## config.mk

```make
export PLATFORM = sky130hd
export DESIGN_NAME = bcd_display_scanner
export DESIGN_NICKNAME = d
export VERILOG_FILES = /design/src/rtl/bcd_display_scanner.sv
export SDC_FILE = /design/constraint.sdc
export NUM_CORES = 1
export LEC_CHECK = 0
export CORE_ASPECT_RATIO = 1.1
export CORE_MARGIN = 2
export CORE_UTILIZATION = 36
export CTS_CLUSTER_DIAMETER = 150
export DETAILED_ROUTE_END_ITERATION = 6
export DONT_BUFFER_PORTS = 1
export PLACE_DENSITY_LB_ADDON = 0.08
export SYNTH_ARGS = -nofsm -noshare
export SYNTH_HDL_FRONTEND = slang
export SYNTH_SLANG_ARGS = --single-unit
```

## constraint.sdc

```tcl
create_clock -name clk -period 5.6 [get_ports clk]
set_input_delay 1.12 -clock clk [delete_from_list [all_inputs] [get_ports clk]]
set_output_delay 1.12 -clock clk [all_outputs]
set_load 0.01 [all_outputs]
```

## src/rtl/bcd_display_scanner.sv

```systemverilog
`default_nettype none
// ============================================================================
// Module   : bcd_display_scanner
// Purpose  : Sequential binary-to-BCD (or raw hex) converter driving a
//            time-multiplexed 7-segment display with blanking and overflow.
// Revision : 1.0 - initial release
// ============================================================================
module bcd_display_scanner #(
    parameter int BIN_W    = 8,
    parameter int DIGITS   = 3,
    parameter int SCAN_DIV = 50000
) (
    input  logic                  clk,
    input  logic                  rst,
    input  logic                  start,
    input  logic [BIN_W-1:0]      bin,
    input  logic                  hex_mode,
    input  logic                  blank_lz,
    output logic                  busy,
    output logic                  done,
    output logic                  ovf,
    output logic [4*DIGITS-1:0]   bcd,
    output logic [6:0]            seg,
    output logic [DIGITS-1:0]     an
);

    localparam int c_bcd_w = 4 * DIGITS;
    localparam int c_cnt_w = $clog2(BIN_W);
    localparam int c_div_w = (SCAN_DIV > 1) ? $clog2(SCAN_DIV) : 1;
    localparam int c_idx_w = (DIGITS > 1) ? $clog2(DIGITS) : 1;
    localparam logic [c_cnt_w-1:0] c_cnt_last = c_cnt_w'(BIN_W - 1);
    localparam logic [c_div_w-1:0] c_div_last = c_div_w'(SCAN_DIV - 1);
    localparam logic [c_idx_w-1:0] c_idx_last = c_idx_w'(DIGITS - 1);

    typedef enum logic [1:0] {
        S_IDLE = 2'd0,
        S_CONV = 2'd1,
        S_DONE = 2'd2
    } state_t;

    state_t               r_state, w_state_nxt;
    logic [BIN_W-1:0]     r_sr, w_sr_nxt;
    logic [c_bcd_w-1:0]   r_work, w_work_nxt, w_adj, w_shifted;
    logic [c_bcd_w-1:0]   r_bcd, w_bcd_nxt, w_hex_bcd;
    logic [c_cnt_w-1:0]   r_cnt, w_cnt_nxt;
    logic                 r_ovf_work, w_ovf_work_nxt;
    logic                 r_ovf, w_ovf_nxt;
    logic                 r_hex, w_hex_nxt;
    logic                 w_hex_ovf;

    generate
        if (BIN_W > c_bcd_w) begin : g_hex_trunc
            assign w_hex_bcd = bin[c_bcd_w-1:0];
            assign w_hex_ovf = |bin[BIN_W-1:c_bcd_w];
        end else begin : g_hex_ext
            assign w_hex_bcd = c_bcd_w'(bin);
            assign w_hex_ovf = 1'b0;
        end
    endgenerate

    // Double-dabble correction: digits of 5 or more get +3 before the shift
    always_comb begin
        w_adj = r_work;
        for (int k = 0; k < DIGITS; k++) begin
            if (r_work[4*k +: 4] >= 4'd5) begin
                w_adj[4*k +: 4] = r_work[4*k +: 4] + 4'd3;
            end
        end
        w_shifted = {w_adj[c_bcd_w-2:0], r_sr[BIN_W-1]};
    end

    always_comb begin
        w_state_nxt    = r_state;
        w_sr_nxt       = r_sr;
        w_work_nxt     = r_work;
        w_cnt_nxt      = r_cnt;
        w_ovf_work_nxt = r_ovf_work;
        w_bcd_nxt      = r_bcd;
        w_ovf_nxt      = r_ovf;
        w_hex_nxt      = r_hex;
        case (r_state)
            S_IDLE: begin
                if (start) begin
                    if (hex_mode) begin
                        w_state_nxt = S_DONE;
                        w_bcd_nxt   = w_hex_bcd;
                        w_ovf_nxt   = w_hex_ovf;
                        w_hex_nxt   = 1'b1;
                    end else begin
                        w_state_nxt    = S_CONV;
                        w_sr_nxt       = bin;
                        w_work_nxt     = '0;
                        w_cnt_nxt      = '0;
                        w_ovf_work_nxt = 1'b0;
                    end
                end
            end
            S_CONV: begin
                w_work_nxt     = w_shifted;
                w_sr_nxt       = {r_sr[BIN_W-2:0], 1'b0};
                w_ovf_work_nxt = r_ovf_work | w_adj[c_bcd_w-1];
                w_cnt_nxt      = r_cnt + c_cnt_w'(1);
                if (r_cnt == c_cnt_last) begin
                    w_state_nxt = S_DONE;
                    w_bcd_nxt   = w_shifted;
                    w_ovf_nxt   = r_ovf_work | w_adj[c_bcd_w-1];
                    w_hex_nxt   = 1'b0;
                end
            end
            S_DONE:  w_state_nxt = S_IDLE;
            default: w_state_nxt = S_IDLE;
        endcase
    end

    always_ff @(posedge clk or posedge rst) begin
        if (rst) begin
            r_state    <= S_IDLE;
            r_sr       <= '0;
            r_work     <= '0;
            r_cnt      <= '0;
            r_ovf_work <= 1'b0;
            r_bcd      <= '0;
            r_ovf      <= 1'b0;
            r_hex      <= 1'b0;
        end else begin
            r_state    <= w_state_nxt;
            r_sr       <= w_sr_nxt;
            r_work     <= w_work_nxt;
            r_cnt      <= w_cnt_nxt;
            r_ovf_work <= w_ovf_work_nxt;
            r_bcd      <= w_bcd_nxt;
            r_ovf      <= w_ovf_nxt;
            r_hex      <= w_hex_nxt;
        end
    end

    function automatic logic [6:0] seg7(input logic [3:0] d, input logic hex);
        logic [6:0] s;
        case (d)
            4'h0: s = 7'b0111111;
            4'h1: s = 7'b0000110;
            4'h2: s = 7'b1011011;
            4'h3: s = 7'b1001111;
            4'h4: s = 7'b1100110;
            4'h5: s = 7'b1101101;
            4'h6: s = 7'b1111101;
            4'h7: s = 7'b0000111;
            4'h8: s = 7'b1111111;
            4'h9: s = 7'b1101111;
            4'hA: s = 7'b1110111;
            4'hB: s = 7'b1111100;
            4'hC: s = 7'b0111001;
            4'hD: s = 7'b1011110;
            4'hE: s = 7'b1111001;
            default: s = 7'b1110001;
        endcase
        if (!hex && d >= 4'd10) s = 7'b0000000;
        return s;
    endfunction

    logic [c_div_w-1:0] r_div;
    logic [c_idx_w-1:0] r_idx, w_idx_nxt;
    logic [DIGITS-1:0]  r_an, w_an_nxt;
    logic [6:0]         r_seg, w_seg_nxt;
    logic [3:0]         w_digit;
    logic               w_lz;

    // an/seg are registered from next-cycle values so a digit switch and a
    // result load both appear in one clean step
    always_comb begin
        w_idx_nxt = r_idx;
        if (r_div == c_div_last) begin
            w_idx_nxt = (r_idx == c_idx_last) ? '0 : r_idx + c_idx_w'(1);
        end
        w_digit  = 4'd0;
        w_lz     = 1'b1;
        w_an_nxt = '0;
        for (int k = 0; k < DIGITS; k++) begin
            if (c_idx_w'(k) == w_idx_nxt) begin
                w_digit     = w_bcd_nxt[4*k +: 4];
                w_an_nxt[k] = 1'b1;
            end
            if (k >= int'(w_idx_nxt) && w_bcd_nxt[4*k +: 4] != 4'd0) w_lz = 1'b0;
        end
        if (w_ovf_nxt)                                w_seg_nxt = 7'b1000000;
        else if (blank_lz && w_lz && w_idx_nxt != '0) w_seg_nxt = 7'b0000000;
        else                                          w_seg_nxt = seg7(w_digit, w_hex_nxt);
    end

    always_ff @(posedge clk or posedge rst) begin
        if (rst) begin
            r_div <= '0;
            r_idx <= '0;
            r_an  <= DIGITS'(1);
            r_seg <= 7'b0111111;
        end else begin
            r_div <= (r_div == c_div_last) ? '0 : r_div + c_div_w'(1);
            r_idx <= w_idx_nxt;
            r_an  <= w_an_nxt;
            r_seg <= w_seg_nxt;
        end
    end

    assign busy = (r_state != S_IDLE);
    assign done = (r_state == S_DONE);
    assign ovf  = r_ovf;
    assign bcd  = r_bcd;
    assign seg  = r_seg;
    assign an   = r_an;

endmodule
`default_nettype wire

```

==> results of run 1 <==
-- power groups by stage --
stage	Clock (mW)	Combinational, mW	Sequential [mW]
3_5_place_dp	0	0.908	0.859
4_1_cts	0.624	0.915	0.853
2_1_floorplan	0	0.767	0.785
3_3_place_gp	0	0.907	0.861
6_report	0.607	0.909	0.853
5_1_grt	0.650	1.03	0.876
-- through the flow --
stage               std cells  util, %  instance area, um^2  setup WS [ns]  hold slack, ns
floorplan                 391        -                 3840           2.35           0.425
global placement          523     38.2                 3970           2.13           0.439
detailed placement        523     38.2                 3970           2.06           0.448
CTS                       539     41.2                 4290           2.11           0.456
global route              539     41.2                 4290           1.81           0.484
finish                    539     41.2                 4290           2.10           0.458
-- kinds of logic after synthesis --
logic type,after synthesis,synth area share (%)
simple gates,143,20.2
flops,68,44.6
compound gates,113,20.9
xor+xnor,13,2.97
fa+ha+maj,12,3.91
buf+inv,29,3.45
mux,13,3.98
-- sequential cells by signal, summed over array words and instances (netlist names), 3 cells and up --
register and cells:
bcd 12, r_div 16, r_cnt 3, seg 7, r_sr 8, an 3
r_work 12
-- cell usage in the layout, fill, tap and decap left out, types with 7 or more instances in the layout --
master and n:
a211oi_1 11, a21oi_1 9, a22o_1 9, and2_1 9
clkbuf_16 9, dfrtp_1 61, dfstp_2 7, ha_1 12
inv_1 11, mux2i_1 9, nand2_1 44, nand3_1 9
nor2_1 21, nor2b_1 13, nor3_1 9, o21ai_0 38
xor2_1 8
-- worst max-delay path, stage by stage (launching register included) --
cell and delay (ns):
dfrtp_1 0.69, and2b_4 0.43, and2_1 0.36, o21ai_0 0.30, a32oi_1 0.30, nand3_2 0.23
ha_1 0.29, nor4_2 0.34, o21ai_2 0.18, a311oi_1 0.25
-- worst paths after layout --
| check | start | end | slack (ns) | cells after the start |
|---|---|---|---|---|
| worst max-delay path | r_state[0] | seg[1] | 2.10 | 9 |
| max in group asynchronous | rst | seg[6] | 4.10 | 2 |
| worst min-delay path | r_div[0] | r_div[0] | 0.46 | 1 |
| worst max register to register | r_state[0] | seg[1] | 2.10 | 9 |
| worst min register to register | r_div[0] | r_div[0] | 0.46 | 1 |
| min in group asynchronous | rst | r_cnt[1] | 0.93 | 2 |
-- area by class of cell --
cell class / count / area [um^2] / share of cell area, %
Inverter: 15 / 56.3 / 1.31
Multi-Input combinational cell: 294 / 2000 / 46.7
Sequential cell: 68 / 1710 / 39.9
Timing Repair Buffer: 3 / 22.5 / 0.526
Clock inverter: 6 / 88.8 / 2.07
Clock buffer: 10 / 229 / 5.34
Tap cell: 143 / 179 / 4.18
-- metal layers --
metal / vias up / track usage [%] / share of wire [%]
li1: 1409 / - / -
met1: 1446 / 24.2 / 47
met2: 53 / 26.2 / 46
met3: 16 / 3.86 / 4.6
met4: 0 / 8.98 / 2.8
met5: - / 0 / 0
==> flow_metrics.env, run 1 <==
export IMPL_outcome="finished clean"
export IMPL_endpoint_kind="flop"
export IMPL_drtAntennaViolNets=0
export IMPL_hold_buffers=0
export IMPL_clock_root_buffer="clkbuf_16"
export IMPL_synth_commonest_cells="dfrtp_1, nand2_1, o21ai_0"
export IMPL_cts_sinks=68
export IMPL_first_pass_iters=4
export IMPL_clockPowerShare_pct=25.6
export IMPL_switching_power_mw=0.944
export IMPL_dr_total_vias=2924
export IMPL_initial_core_util_pct=36.9
export IMPL_drt_vias_per_instance=5.42
export IMPL_cts_resized=0
export IMPL_portBuffers=0
export IMPL_drc=0
export IMPL_hp_class="flop to flop"
export IMPL_maxCapViolCount=0
export IMPL_power_density_nw_per_um2=553
export IMPL_worst_pin_slew_ns=0.869
export IMPL_timing_final_crit_period_ns=3.50
export IMPL_drtIter0Drc=95
export IMPL_ys_top_cells_by_area="dfrtp_1, o21ai_0, dfstp_2, nand2_1, ha_1"
export IMPL_intPower_mw=1.43
export IMPL_p_leak_nw=1.85
export IMPL_startpoint_type="flop"
export IMPL_rows=39
export IMPL_drive_gt1_share_pct=14.6
export IMPL_placeableCoreArea_um2=10400
export IMPL_dieArea_um2=11500
export IMPL_yosysWarnings=0
export IMPL_yosys_area_top_type="dfrtp_1"
export IMPL_required_ns=5.83
export IMPL_grt_pass1_vias=2952
export IMPL_wl_per_cell_um=17.4
export IMPL_cts_buffers=9
export IMPL_crit_fanout=16
export IMPL_area_delta_synth_final_pct=11.6
export IMPL_seqPwrFrac_pct=36.0
export IMPL_synthCells=391
export IMPL_h_tree_depth=3
export IMPL_dpl_hpwl_mm=6.64
export IMPL_critPathKind="flop to flop"
export IMPL_hold_viol_final=0
export IMPL_cts_tree="yes"
export IMPL_rsz0062_at_grt="no"
export IMPL_synthArstFlopShare_pct=100
export IMPL_antenna_found_initial=0
export IMPL_synthDistinctLibCells=72
export IMPL_finalNetCount=416
export IMPL_grt_max_degree=69
export IMPL_syn_nets=416
export IMPL_io_pins=38
export IMPL_finalSetupViolCount=0
export IMPL_synth_ff_type="dfrtp_1"
export IMPL_diodes=0
export IMPL_slew_viol_final=0
export IMPL_wl_mm=9.38
export IMPL_peakVddDrop_mv=0.193
export IMPL_fmax_mhz=286
export IMPL_switching_share_pct=39.8
export IMPL_arrival_ns=3.72
export IMPL_die_width_um=102
export IMPL_skew_ns=0.00989
export IMPL_die_h_um=112
export IMPL_slew_headroom_pct=42.0
export IMPL_clkLatencyLatePin_ns=0.34
export IMPL_combPwrFrac_pct=38.4
export IMPL_cts_setup_buffers=0
export IMPL_clkTransAtPathRegs_ns=0.06
export IMPL_synth_most_common_cell="dfrtp_1"
export IMPL_seq_area_frac_synth_pct=44.6
export IMPL_netlist_area_um2=3840
export IMPL_synth_edf_count=0
export IMPL_grt_usage_pct=17.7
export IMPL_yosysTopAreaCellShare_pct=39.8
export IMPL_synth_seq_cells=68
export IMPL_period_share_pct=62.4
export IMPL_synth_area_per_cell_um2=9.82
export IMPL_grt_first_pass_wirelength_mm=15.5
export IMPL_overflow=0
export IMPL_tns_ns=0
export IMPL_power_mw=2.37
export IMPL_clockBufferDepth=2
export IMPL_routabilityCongestion=0.804
export IMPL_nFillCells=980
No activity file was read; power rests on OpenSTA's default activity.
==> inputs of run 2 (changes only) <==
==> constraint.sdc (replaced) <==
create_clock -name clk -period 3 [get_ports clk]
set_input_delay 0.6 -clock clk [delete_from_list [all_inputs] [get_ports clk]]
set_output_delay 0.6 -clock clk [all_outputs]
set_load 0.01 [all_outputs]
==> run 2 against run 1 <==
Net effect: largest cell class unchanged; sequential power grew 83%; maximum frequency grew 22%; clock-buffer cell count grew 2; clock skew shrank 0.0032 ns; cell count grew 7.1%; wire length grew 6.2%; design area grew 7.8%.
==> flow_metrics.env, run 2 (same netlist as run 1, synthesis figures left out) <==
export IMPL_h_tree_depth=3
export IMPL_portBuffers=0
export IMPL_die_h_um=112
export IMPL_period_share_pct=95.2
export IMPL_grt_pass1_vias=3087
export IMPL_layout_commonest_cell="dfrtp_1"
export IMPL_critPathKind="flop to flop"
export IMPL_dr_total_vias=3021
export IMPL_cp_slowest_cell="dfrtp_1"
export IMPL_drtAntennaViolNets=0
export IMPL_wl_per_cell_um=17.3
export IMPL_timing_final_crit_period_ns=2.86
export IMPL_startpoint_type="flop"
export IMPL_cpLargestDelayFamily="compound AO/OA/AOI/OAI gates"
export IMPL_cts_tree="yes"
export IMPL_critical_path_buf_inv_count=2
export IMPL_crit_fanout=6
export IMPL_fmax_mhz=350
export IMPL_grt_first_pass_wirelength_mm=16.2
export IMPL_routabilityCongestion=0.823
export IMPL_clkLatencyLatePin_ns=0.33
export IMPL_cpPeakStageDelay_ns=0.39
export IMPL_cp_common_cell="ha_2"
export IMPL_diodes=0
export IMPL_dp_cells=557
export IMPL_post_place_ws_ns=-0.0700
export IMPL_placed_area_um2=4240
export IMPL_grt_max_degree=43
export IMPL_cts_sinks=68
export IMPL_required_ns=3.24
export IMPL_hold_viol_final=0
export IMPL_grt_usage_pct=18.5
export IMPL_skew_ns=0.00673
export IMPL_drt_vias_per_instance=5.24
export IMPL_drive_gt1_share_pct=25.3
export IMPL_hold_slack_ns=0.230
export IMPL_hp_class="primary input to async pin"
export IMPL_peakVddDrop_mv=0.435
export IMPL_p_leak_nw=2.04
export IMPL_power_density_nw_per_um2=1020
export IMPL_clock_root_buffer="clkbuf_16"
export IMPL_first_pass_iters=6
export IMPL_largest_reg_flops=16
export IMPL_antenna_found_initial=0
export IMPL_drc=0
export IMPL_cts_buffers=9
export IMPL_clkTransAtPathRegs_ns=0.06
export IMPL_initial_core_util_pct=36.9
export IMPL_finalNonFillerCells=577
export IMPL_fin_ws_ns=0.144
export IMPL_outcome="finished clean"
export IMPL_slew_viol_final=0
export IMPL_finalSetupViolCount=0
export IMPL_area_delta_synth_final_pct=20.3
export IMPL_dieArea_um2=11500
export IMPL_die_width_um=102
export IMPL_hold_buffers=0
export IMPL_finalNetCount=454
export IMPL_power_mw=4.71
export IMPL_final_cell_mix="dfrtp_1, nand2_1, buf_4, o21ai_0, nor2_1"
export IMPL_maxCapViolCount=0
export IMPL_drtIter0Drc=128
export IMPL_slew_headroom_pct=57.7
export IMPL_worst_pin_slew_ns=0.633
export IMPL_rows=39
export IMPL_wl_mm=9.97
export IMPL_io_pins=38
export IMPL_overflow=0
export IMPL_fin_area_um2=4620
export IMPL_arrival_ns=3.10
export IMPL_endpoint_kind="flop"
export IMPL_clockBufferDepth=2
export IMPL_crit_chain="ha_1 -> ha_2 -> and2_2 -> a221o_1 -> nand2b_1 -> a32oi_2 -> buf_4 -> inv_2 -> ha_2 -> mux2_2 -> a221oi_2"
export IMPL_placeableCoreArea_um2=10400
export IMPL_dpl_hpwl_mm=7.31
export IMPL_top_register="r_div"
==> run 2: cell types whose count changed in the layout (fill, tap and decap cells not counted), moves of 3 or more <==
| cell | change |
|---|---|
| buf_4 | +37 |
| a211oi_2 | +3 |
| a211oi_1 | -3 |
| o21ai_0 | -3 |
==> run 2: area by class of cell <==
cell class,instances,area [um^2]
fillers,1051,5780
multi-input cells,294,2050
flip-flops and latches,68,1710
repair buffers,41,320
clock buffers,12,256
well taps,143,179
inverters,15,56.3
clock inverters,4,47.5
==> run 2: per-layer routing <==
| metal | track usage (%) | wire length (um) | vias to the layer above |
|---|---|---|---|
| met5 | 0 | 0 | - |
| met4 | 7.47 | 190 | 0 |
| met3 | 4.55 | 395 | 15 |
| met2 | 29.2 | 4790 | 45 |
| met1 | 24.4 | 4600 | 1478 |
| li1 | - | - | 1483 |
==> run 2: timing repair <==
action                                  4_1_cts  5_1_grt
pin swaps                                     1        5
gates resized for setup                       5       14
buffers inserted                              1        3
gates cloned                                  0        0
endpoints found under the setup margin        4        7
==> run 2: power breakdown <==
part	total [mW]	switching [mW]	internal (mW)
sequential	1.56	0.325	1.24
combinational	2.06	1.13	0.929
clock	1.08	0.395	0.686
total	4.71	1.86	2.85
==> run 2: path summary, 6_finish.rpt <==
path	slack, ns	to	from	depth (start not counted)
setup / recovery	0.14	seg[5]	r_cnt[0]	11
hold / removal	0.23	bcd[3]	rst	1
setup reg to reg	0.14	seg[5]	r_cnt[0]	11
hold reg to reg	0.46	r_div[0]	r_div[0]	1
max in group asynchronous	2.05	seg[4]	rst	2
min in group clk	0.40	r_sr[0]	bin[0]	2
==> run 2: per-stage QoR <==
stage | setup TNS [ns] | util [%]
finish | 0 | 44.4
detailed placement | -0.0851 | 40.7
CTS | 0 | 43.8
global placement | -0.160 | 40.7
floorplan | 0 | -
global route | -0.0125 | 44.4
==> inputs of run 3 (changes only) <==
==> constraint.sdc (replaced) <==
create_clock -name clk -period 3.55 [get_ports clk]
set_input_delay 0.71 -clock clk [delete_from_list [all_inputs] [get_ports clk]]
set_output_delay 0.71 -clock clk [all_outputs]
set_load 0.01 [all_outputs]
==> run 3 against run 2 <==
Net effect: first-iteration DRC count increased by 6.3%; combinational power decreased by 28%; clock skew increased by 0.0043 ns; maximum frequency decreased by 11%; sequential power decreased by 15%; sequential share of layout area increased by 2.1 points.
==> flow_metrics.env, run 3 (same netlist as run 1, synthesis figures left out) <==
export IMPL_finalNetCount=424
export IMPL_portBuffers=0
export IMPL_period_share_pct=90.0
export IMPL_endpoint_kind="flop"
export IMPL_tns_ns=0
export IMPL_die_width_um=102
export IMPL_dpl_hpwl_mm=7.04
export IMPL_dieArea_um2=11500
export IMPL_clock_root_buffer="clkbuf_16"
export IMPL_slew_headroom_pct=56.3
export IMPL_layout_commonest_cell="dfrtp_1"
export IMPL_grt_usage_pct=17.7
export IMPL_top_register="r_div"
export IMPL_drive_gt1_share_pct=16.6
export IMPL_wl_per_cell_um=17.3
export IMPL_peakVddDrop_mv=0.377
export IMPL_worst_pin_slew_ns=0.653
export IMPL_power_density_nw_per_um2=873
export IMPL_grt_pass1_vias=2897
export IMPL_final_cell_mix="dfrtp_1, nand2_1, o21ai_0, nor2_1, nor2b_1"
export IMPL_area_delta_synth_final_pct=13.7
export IMPL_critPathKind="flop to flop"
export IMPL_drt_vias_per_instance=5.33
export IMPL_fmax_mhz=313
export IMPL_wl_mm=9.44
export IMPL_crit_fanout=12
export IMPL_arrival_ns=3.43
export IMPL_hold_buffers=0
export IMPL_dr_total_vias=2916
export IMPL_routabilityCongestion=0.797
export IMPL_clkLatencyLatePin_ns=0.33
export IMPL_timing_final_crit_period_ns=3.20
export IMPL_diodes=0
export IMPL_cts_buffers=9
export IMPL_cts_tree="yes"
export IMPL_finalSetupViolCount=0
export IMPL_first_pass_iters=4
export IMPL_placeableCoreArea_um2=10400
export IMPL_initial_core_util_pct=36.9
export IMPL_io_pins=38
export IMPL_clkTransAtPathRegs_ns=0.06
export IMPL_startpoint_type="flop"
export IMPL_p_leak_nw=1.90
export IMPL_h_tree_depth=3
export IMPL_cts_resized=0
export IMPL_die_h_um=112
export IMPL_drc=0
export IMPL_overflow=0
export IMPL_slew_viol_final=0
export IMPL_clockBufferDepth=2
export IMPL_rows=39
export IMPL_required_ns=3.79
export IMPL_drtIter0Drc=136
export IMPL_grt_max_degree=30
export IMPL_nFillCells=1038
export IMPL_rsz0062_at_grt="no"
export IMPL_hold_viol_final=0
export IMPL_final_util_pct=42.0
export IMPL_skew_ns=0.0111
export IMPL_hp_class="primary input to async pin"
export IMPL_outcome="finished clean"
export IMPL_cts_setup_buffers=0
export IMPL_maxCapViolCount=0
export IMPL_largest_reg_flops=16
export IMPL_drtAntennaViolNets=0
export IMPL_cts_sinks=68
export IMPL_grt_first_pass_wirelength_mm=15.6
export IMPL_antenna_found_initial=0
==> run 3: cell count changes in the layout (fill, tap and decap cells not counted), moves of 2 or more <==
cell	previous run	this run
clkinv_2	2	0
a211oi_2	4	1
o21ai_0	35	38
buf_4	40	11
ha_2	2	0
o21ai_2	4	2
dfrtp_1	59	61
a211oi_1	8	11
ha_1	10	12
dfrtp_2	2	0
==> run 3: routing by layer <==
layer  vias to the layer above  GRT usage (%)  routed length [um]
met5                         -              0                   0
met4                         0           5.07                 122
met3                        13           4.67                 467
met2                        44           27.0                4360
met1                      1423           24.6                4490
li1                       1436              -                   -
==> run 3: where the power goes <==
part	internal [mW]	switching, mW
logic	0.620	0.870
clock network	0.654	0.342
registers	1.04	0.281
total	2.32	1.49
==> run 3: worst paths after layout <==
check	endpoint	startpoint	slack (ns)	depth (start not counted)
worst max-delay path	seg[5]	r_div[0]	0.35	10
worst min-delay path	r_div[15]	rst	0.32	1
worst max register to register	seg[5]	r_div[0]	0.35	10
worst min register to register	r_div[0]	r_div[0]	0.45	1
max in group asynchronous	seg[3]	rst	2.39	2
min in group clk	r_div[0]	r_div[0]	0.45	1
==> run 3: through the flow <==
step	instances	hold slack [ns]	setup slack, ns	instance area, um^2	total power, mW
floorplan	391	0.425	0.709	3840	2.45
global placement	531	0.436	0.425	4030	2.82
detailed placement	531	0.446	0.319	4030	2.83
CTS	547	0.333	0.322	4360	3.85
global route	547	0.369	0.0113	4360	4.10
finish	547	0.319	0.355	4360	3.81
==> run 3: cell type report <==
type / count / area (um^2) / share of cell area [%]
multi-input combinational: 294 / 2000 / 45.8
sequential: 68 / 1710 / 39.2
clock buffer: 11 / 253 / 5.79
tap: 143 / 179 / 4.10
clock inverter: 5 / 83.8 / 1.92
timing repair buffer: 11 / 82.6 / 1.89
inverter: 15 / 56.3 / 1.29
==> run 3: critical path, cell delays in order, from the launching register on <==
cell and delay [ns]:
dfrtp_1 0.36, ha_1 0.19, and3_1 0.24, and4_1 0.51, mux2i_4 0.40, nand2b_1 0.12, a32oi_2 0.38, inv_2 0.13
ha_1 0.27, mux2_2 0.29, a221oi_2 0.22
